File: src/rtl/core_pkg.sv
// Shared front-end types and constants for the fetch path.
package core_pkg;

  localparam int unsigned PC_W     = 16;
  localparam int unsigned INSTR_W  = 16;
  localparam logic [PC_W-1:0] RESET_PC = '0;

  typedef struct packed {
    logic [PC_W-1:0]    pc;
    logic [INSTR_W-1:0] instr;
  } fetch_entry_t;

endpackage

File: src/rtl/fetch_redirect_unit_if.sv
// Fetch unit bus bundle: branch resolution, instruction-memory port and decode port.
interface fetch_redirect_unit_if;
  import core_pkg::*;

  logic [PC_W-1:0]    branchpc;
  logic               isbranchtaken;
  logic               imem_req_valid;
  logic               imem_req_ready;
  logic [PC_W-1:0]    imem_req_addr;
  logic               imem_resp_valid;
  logic [INSTR_W-1:0] imem_resp_data;
  logic               dec_valid;
  logic               dec_ready;
  logic [INSTR_W-1:0] dec_instr;
  logic [PC_W-1:0]    dec_pc;

  modport master (
    input  branchpc, isbranchtaken, imem_req_ready, imem_resp_valid, imem_resp_data, dec_ready,
    output imem_req_valid, imem_req_addr, dec_valid, dec_instr, dec_pc
  );

  modport slave (
    output branchpc, isbranchtaken, imem_req_ready, imem_resp_valid, imem_resp_data, dec_ready,
    input  imem_req_valid, imem_req_addr, dec_valid, dec_instr, dec_pc
  );

endinterface

File: src/rtl/fetch_fifo.sv
// Synchronous FIFO of fetched {pc, instr} entries with flush and a registered head.
module fetch_fifo
  import core_pkg::*;
#(
  parameter int unsigned DEPTH = 4
) (
  input  logic                           clk,
  input  logic                           rst_n,
  input  logic                           flush,
  input  logic                           push,
  input  logic                           pop,
  input  fetch_entry_t                   din,
  output fetch_entry_t                   head,
  output logic [$clog2(DEPTH+1)-1:0]     count
);

  localparam int unsigned AW = $clog2(DEPTH);
  localparam int unsigned CW = $clog2(DEPTH + 1);

  fetch_entry_t  mem [DEPTH];
  logic [AW-1:0] rd_ptr;
  logic [AW-1:0] wr_ptr;
  logic          do_push;
  logic          do_pop;

  always_comb begin
    do_push = push && !flush;
    do_pop  = pop && !flush && (count != '0);
  end

  always_ff @(posedge clk) begin
    if (do_push) mem[wr_ptr] <= din;
  end

  // Head register tracks the entry that will sit at rd_ptr after this edge.
  always_ff @(posedge clk or negedge rst_n) begin
    if (!rst_n) begin
      rd_ptr <= '0;
      wr_ptr <= '0;
      count  <= '0;
      head   <= '0;
    end else if (flush) begin
      rd_ptr <= '0;
      wr_ptr <= '0;
      count  <= '0;
      head   <= '0;
    end else begin
      if (do_push) wr_ptr <= wr_ptr + AW'(1);
      if (do_pop)  rd_ptr <= rd_ptr + AW'(1);
      case ({do_push, do_pop})
        2'b10:   count <= count + CW'(1);
        2'b01:   count <= count - CW'(1);
        default: count <= count;
      endcase
      if (do_pop) begin
        if (count > CW'(1))  head <= mem[rd_ptr + AW'(1)];
        else if (do_push)    head <= din;
      end else if (do_push && (count == '0)) begin
        head <= din;
      end
    end
  end

endmodule

File: src/rtl/fetch_redirect_unit.sv
// Fetch PC owner: credit-limited in-order imem requests, response buffering and branch redirect.
module fetch_redirect_unit
  import core_pkg::*;
#(
  parameter int unsigned DEPTH = 4
) (
  input logic                   clk,
  input logic                   rst_n,
  fetch_redirect_unit_if.master bus
);

  localparam int unsigned CW = $clog2(DEPTH + 1);
  localparam int unsigned SW = CW + 1;

  logic [PC_W-1:0] fetch_pc;
  logic [PC_W-1:0] resp_pc;
  logic [CW-1:0]   in_flight;
  logic [CW-1:0]   squash_cnt;
  logic [CW-1:0]   count;
  logic            req_fire;
  logic            resp_keep;
  logic            pop;
  fetch_entry_t    push_entry;
  fetch_entry_t    head;

  // Requests are only issued while queue slots cover every outstanding beat.
  always_comb begin
    bus.imem_req_valid = rst_n && !bus.isbranchtaken &&
                         ((SW'(in_flight) + SW'(count)) < SW'(DEPTH));
    bus.imem_req_addr  = fetch_pc;
    bus.dec_valid      = (count != '0) && !bus.isbranchtaken;
    bus.dec_instr      = head.instr;
    bus.dec_pc         = head.pc;
    req_fire           = bus.imem_req_valid && bus.imem_req_ready;
    resp_keep          = bus.imem_resp_valid && (squash_cnt == '0) && !bus.isbranchtaken;
    pop                = bus.dec_valid && bus.dec_ready;
    push_entry.pc      = resp_pc;
    push_entry.instr   = bus.imem_resp_data;
  end

  // Redirect reloads both PCs and marks every still-pending beat as stale.
  always_ff @(posedge clk or negedge rst_n) begin
    if (!rst_n) begin
      fetch_pc   <= RESET_PC;
      resp_pc    <= RESET_PC;
      in_flight  <= '0;
      squash_cnt <= '0;
    end else begin
      in_flight <= in_flight + CW'(req_fire) - CW'(bus.imem_resp_valid);
      if (bus.isbranchtaken) begin
        fetch_pc   <= bus.branchpc;
        resp_pc    <= bus.branchpc;
        squash_cnt <= in_flight - CW'(bus.imem_resp_valid);
      end else begin
        if (req_fire) fetch_pc <= fetch_pc + PC_W'(1);
        if (bus.imem_resp_valid) begin
          if (squash_cnt != '0) squash_cnt <= squash_cnt - CW'(1);
          else                  resp_pc    <= resp_pc + PC_W'(1);
        end
      end
    end
  end

  fetch_fifo #(
    .DEPTH (DEPTH)
  ) u_fifo (
    .clk   (clk),
    .rst_n (rst_n),
    .flush (bus.isbranchtaken),
    .push  (resp_keep),
    .pop   (pop),
    .din   (push_entry),
    .head  (head),
    .count (count)
  );

endmodule

File: src/flat_wrapper.sv
// flat-port wrapper written by rule: the top's interface ports become plain ports
module fetch_redirect_unit_flat import core_pkg::*;
#(
  parameter int unsigned DEPTH = 4
)
  (clk, rst_n, bus_branchpc, bus_isbranchtaken, bus_imem_req_ready, bus_imem_resp_valid, bus_imem_resp_data, bus_dec_ready, bus_imem_req_valid, bus_imem_req_addr, bus_dec_valid, bus_dec_instr, bus_dec_pc);
  fetch_redirect_unit_if bus_i ();
  input logic clk;
  input logic rst_n;
  input wire logic [$bits(bus_i.branchpc)-1:0] bus_branchpc;
  input wire logic [$bits(bus_i.isbranchtaken)-1:0] bus_isbranchtaken;
  input wire logic [$bits(bus_i.imem_req_ready)-1:0] bus_imem_req_ready;
  input wire logic [$bits(bus_i.imem_resp_valid)-1:0] bus_imem_resp_valid;
  input wire logic [$bits(bus_i.imem_resp_data)-1:0] bus_imem_resp_data;
  input wire logic [$bits(bus_i.dec_ready)-1:0] bus_dec_ready;
  output wire logic [$bits(bus_i.imem_req_valid)-1:0] bus_imem_req_valid;
  output wire logic [$bits(bus_i.imem_req_addr)-1:0] bus_imem_req_addr;
  output wire logic [$bits(bus_i.dec_valid)-1:0] bus_dec_valid;
  output wire logic [$bits(bus_i.dec_instr)-1:0] bus_dec_instr;
  output wire logic [$bits(bus_i.dec_pc)-1:0] bus_dec_pc;
  assign bus_i.branchpc = bus_branchpc;
  assign bus_i.isbranchtaken = bus_isbranchtaken;
  assign bus_i.imem_req_ready = bus_imem_req_ready;
  assign bus_i.imem_resp_valid = bus_imem_resp_valid;
  assign bus_i.imem_resp_data = bus_imem_resp_data;
  assign bus_i.dec_ready = bus_dec_ready;
  assign bus_imem_req_valid = bus_i.imem_req_valid;
  assign bus_imem_req_addr = bus_i.imem_req_addr;
  assign bus_dec_valid = bus_i.dec_valid;
  assign bus_dec_instr = bus_i.dec_instr;
  assign bus_dec_pc = bus_i.dec_pc;
  fetch_redirect_unit #(.DEPTH(DEPTH)) u_core (.clk(clk), .rst_n(rst_n), .bus(bus_i));
endmodule
File: config.mk
export PLATFORM = sky130hd
export DESIGN_NAME = fetch_redirect_unit_flat
export DESIGN_NICKNAME = d
export VERILOG_FILES = /design/src/rtl/core_pkg.sv /design/src/rtl/fetch_redirect_unit_if.sv /design/src/rtl/fetch_fifo.sv /design/src/rtl/fetch_redirect_unit.sv /design/src/flat_wrapper.sv
export SDC_FILE = /design/constraint.sdc
export NUM_CORES = 1
export LEC_CHECK = 0
export CORE_UTILIZATION = 45
export DETAILED_ROUTE_END_ITERATION = 16
export GPL_ROUTABILITY_DRIVEN = 0
export MAX_ROUTING_LAYER = met4
export PLACE_DENSITY = 0.75
export SKIP_CTS_REPAIR_TIMING = 1
export SYNTH_ARGS = -nofsm -noshare
export SYNTH_HDL_FRONTEND = slang
export SYNTH_SLANG_ARGS = --single-unit
File: constraint.sdc
create_clock -name clk -period 4.6 [get_ports clk]
set_input_delay 1.38 -clock clk [delete_from_list [all_inputs] [get_ports clk]]
set_output_delay 1.38 -clock clk [all_outputs]
set_load 0.05 [all_outputs]
==> out/metrics.cfg <==
[synth]
postSynth.asyncResetShare=0.376
netlist_instances=646
seq_area_frac_synth=0.640
synth.avg_cell_area_um2=14.0
ys_types=52
syn_area_um2=9020
ys_ff_latch=205
synthSimpleGateAreaFrac=0.109
synthAdderAreaFrac=0.0258
yosysWarnings=0
synth_top_family_by_area=simple AND/OR/NAND/NOR gates
synth_mux_area_frac=0.103
synth_compound_area_frac=0.0713
synthXorXnorAreaFrac=0.0258
syn_nets=702
ys.flop_type=edfxtp_1
synth_edf_count=128

[layout]
nFillCells=1566
layoutNonFillerInstCount=1009
n_antenna_cell=0
final_nets=786
drive_gt1_frac=0.138
area_growth_pct=20.2
mostFrequentLayoutCells=128 x edfxtp_1, 84 x clkdlybuf4s50_1, 83 x nand2_1
multi_input_area_um2=3050
ff_latch_area_um2=5770
final_common_cell=edfxtp_1

[floorplanning]
start_util=0.462
core_um2=19500
std_cell_rows=51
pin_count=88
dieWidth_um=144
dieArea_um2=20600
die_h_um=144

[clock_network]
cts_buffer_depth=3
ctsRootBufferMaster=clkbuf_16
cts.clk_slew.worst_paths_ps=60
cts_inserted_buffers=21
htree_num_levels=1
clk-insertion-delay-late_ps=490
cts_sinks=205
cts_tree=built

[power]
p_per_area_nw_per_um2=542
ir_worst_vdd_v=0.000398
power_mw=5.88
p_leak_nw=3.89

[critical_path]
cp-end-kind=output pin
required_ps=3220
crit_path_max_fanout=7
critical_path_class=input port to output pin
worstRegToRegCells=9
cp-start-kind=input port
critical_path_arrival_ps=2580

[timing]
fin_crit_sh=0.860
finalCriticalPeriod_ps=3960
rsz0062_at_grt=false
drv_slew=0
max_clock_freq_ghz=0.253
final_hold_viol_count=0
setup_tns_ps=0
fin_ws_ps=644
setup_viol=0
clock_skew_ps=5.99
worst_pin_slew_ps=1090
max_slew_margin=0.276

[placement]
pre_cts_slack_ps=668
hpwl_mm=11.6
io_buffers=87
dp.cells=972

[global_route]
grt_pass1_wl_mm=31.5
antenna_found_initial=0
track_usage=0.205
grt_start_max_net_pins=78
grt_pass1_vias=6115
overflow=0

[detailed_routing]
ant_nets=0
wl_per_cell_um=19.4
drc=0
drt_iter0_drc=485
drt-total-wl_mm=19.6
drt_pass1_iterations=5
vias_per_cell=5.74
vias=5787

[outcome]
outcome=completed

[hold_path]
holdPathStages=1
hold_path.class=flip-flop to flip-flop

[run]
max-cap-violations=0

[per-layer routing]
metal | GRT usage | routed length [um] | vias to the layer above
met5 | - | 0 | -
met2 | 0.346 | 9700 | 196
met4 | 0.0504 | 316 | 0
li1 | - | - | 2610
met3 | 0.0273 | 1030 | 32
met1 | 0.262 | 8540 | 2949
[registers in the layout, indices dropped and copies added, names as in the netlist]
name	flops
u_core.u_fifo.count	3
u_core.bus.imem_req_addr	16
u_core.squash_cnt	3
u_core.in_flight	3
u_core.u_fifo.head	32
u_core.u_fifo.rd_ptr	2
u_core.resp_pc	16
u_core.u_fifo.mem	128
u_core.u_fifo.wr_ptr	2
[power by group]
| group | internal, mW | leakage (nW) | switching, mW |
|---|---|---|---|
| Clock | 0.930 | 0.304 | 0.670 |
| Sequential | 2.19 | 2.10 | 0.218 |
| Combinational | 0.708 | 1.49 | 1.16 |
| Total | 3.83 | 3.89 | 2.04 |
[logic make-up (layout without fill, tap and decap cells)]
kind of cell    count (synthesis)  count (layout)
flops                         205             205
simple gates                  190             190
compound gates                100             100
buf+inv                        57             155
mux                            51              51
xor+xnor                       25              25
fa+ha+maj                      18              18
[cell usage after synthesis (12+ instances only)]
master,count,area (um2)
mux2_2,14,158
a31oi_1,36,225
nand3_1,16,80.1
nor2_1,16,60.1
nand2_1,83,312
clkbuf_1,32,120
xnor2_1,15,131
mux4_2,32,721
dfrtp_1,77,1930
inv_1,17,63.8
ha_1,17,213
o31a_1,12,105
o21ai_0,34,170
edfxtp_1,128,3840
[per-stage QoR]
step           cell area, um2   util  hold slack (ps)
2_1_floorplan            9020      -              471
3_3_place_gp            10200  0.523              540
3_5_place_dp            10200  0.523              567
4_1_cts                 10800  0.555              580
5_1_grt                 10800  0.555              619
6_report                10800  0.555              572
[final timing paths]
path	from	to	slack, ps
setup / recovery	rst_n	bus_imem_req_valid	640
min in group asynchronous	rst_n	u_core.bus.imem_req_addr[0]$_DFFE_PN0P_	1170
hold / removal	u_core.in_flight[1]$_DFF_PN0_	u_core.in_flight[2]$_DFF_PN0_	570
max in group asynchronous	rst_n	u_core.u_fifo.rd_ptr[1]$_DFFE_PN0P_	2650
setup reg to reg	u_core.u_fifo.count[2]$_DFFE_PN0P_	u_core.in_flight[2]$_DFF_PN0_	1720
hold reg to reg	u_core.in_flight[1]$_DFF_PN0_	u_core.in_flight[2]$_DFF_PN0_	570
[final cells by class]
| type | instances | share of cell area |
|---|---|---|
| sequential | 205 | 0.532 |
| multi-input combinational | 384 | 0.281 |
| timing repair buffer | 100 | 0.0909 |
| clock buffer | 30 | 0.0534 |
| tap | 265 | 0.0306 |
| inverter | 18 | 0.00623 |
| clock inverter | 7 | 0.00565 |
[worst max-delay path, cell delays in order]
cell,delay (ps)
buf_4,90
or4b_4,540
nor3_1,370
buf_12,190
No activity file was read; power rests on OpenSTA's default activity.
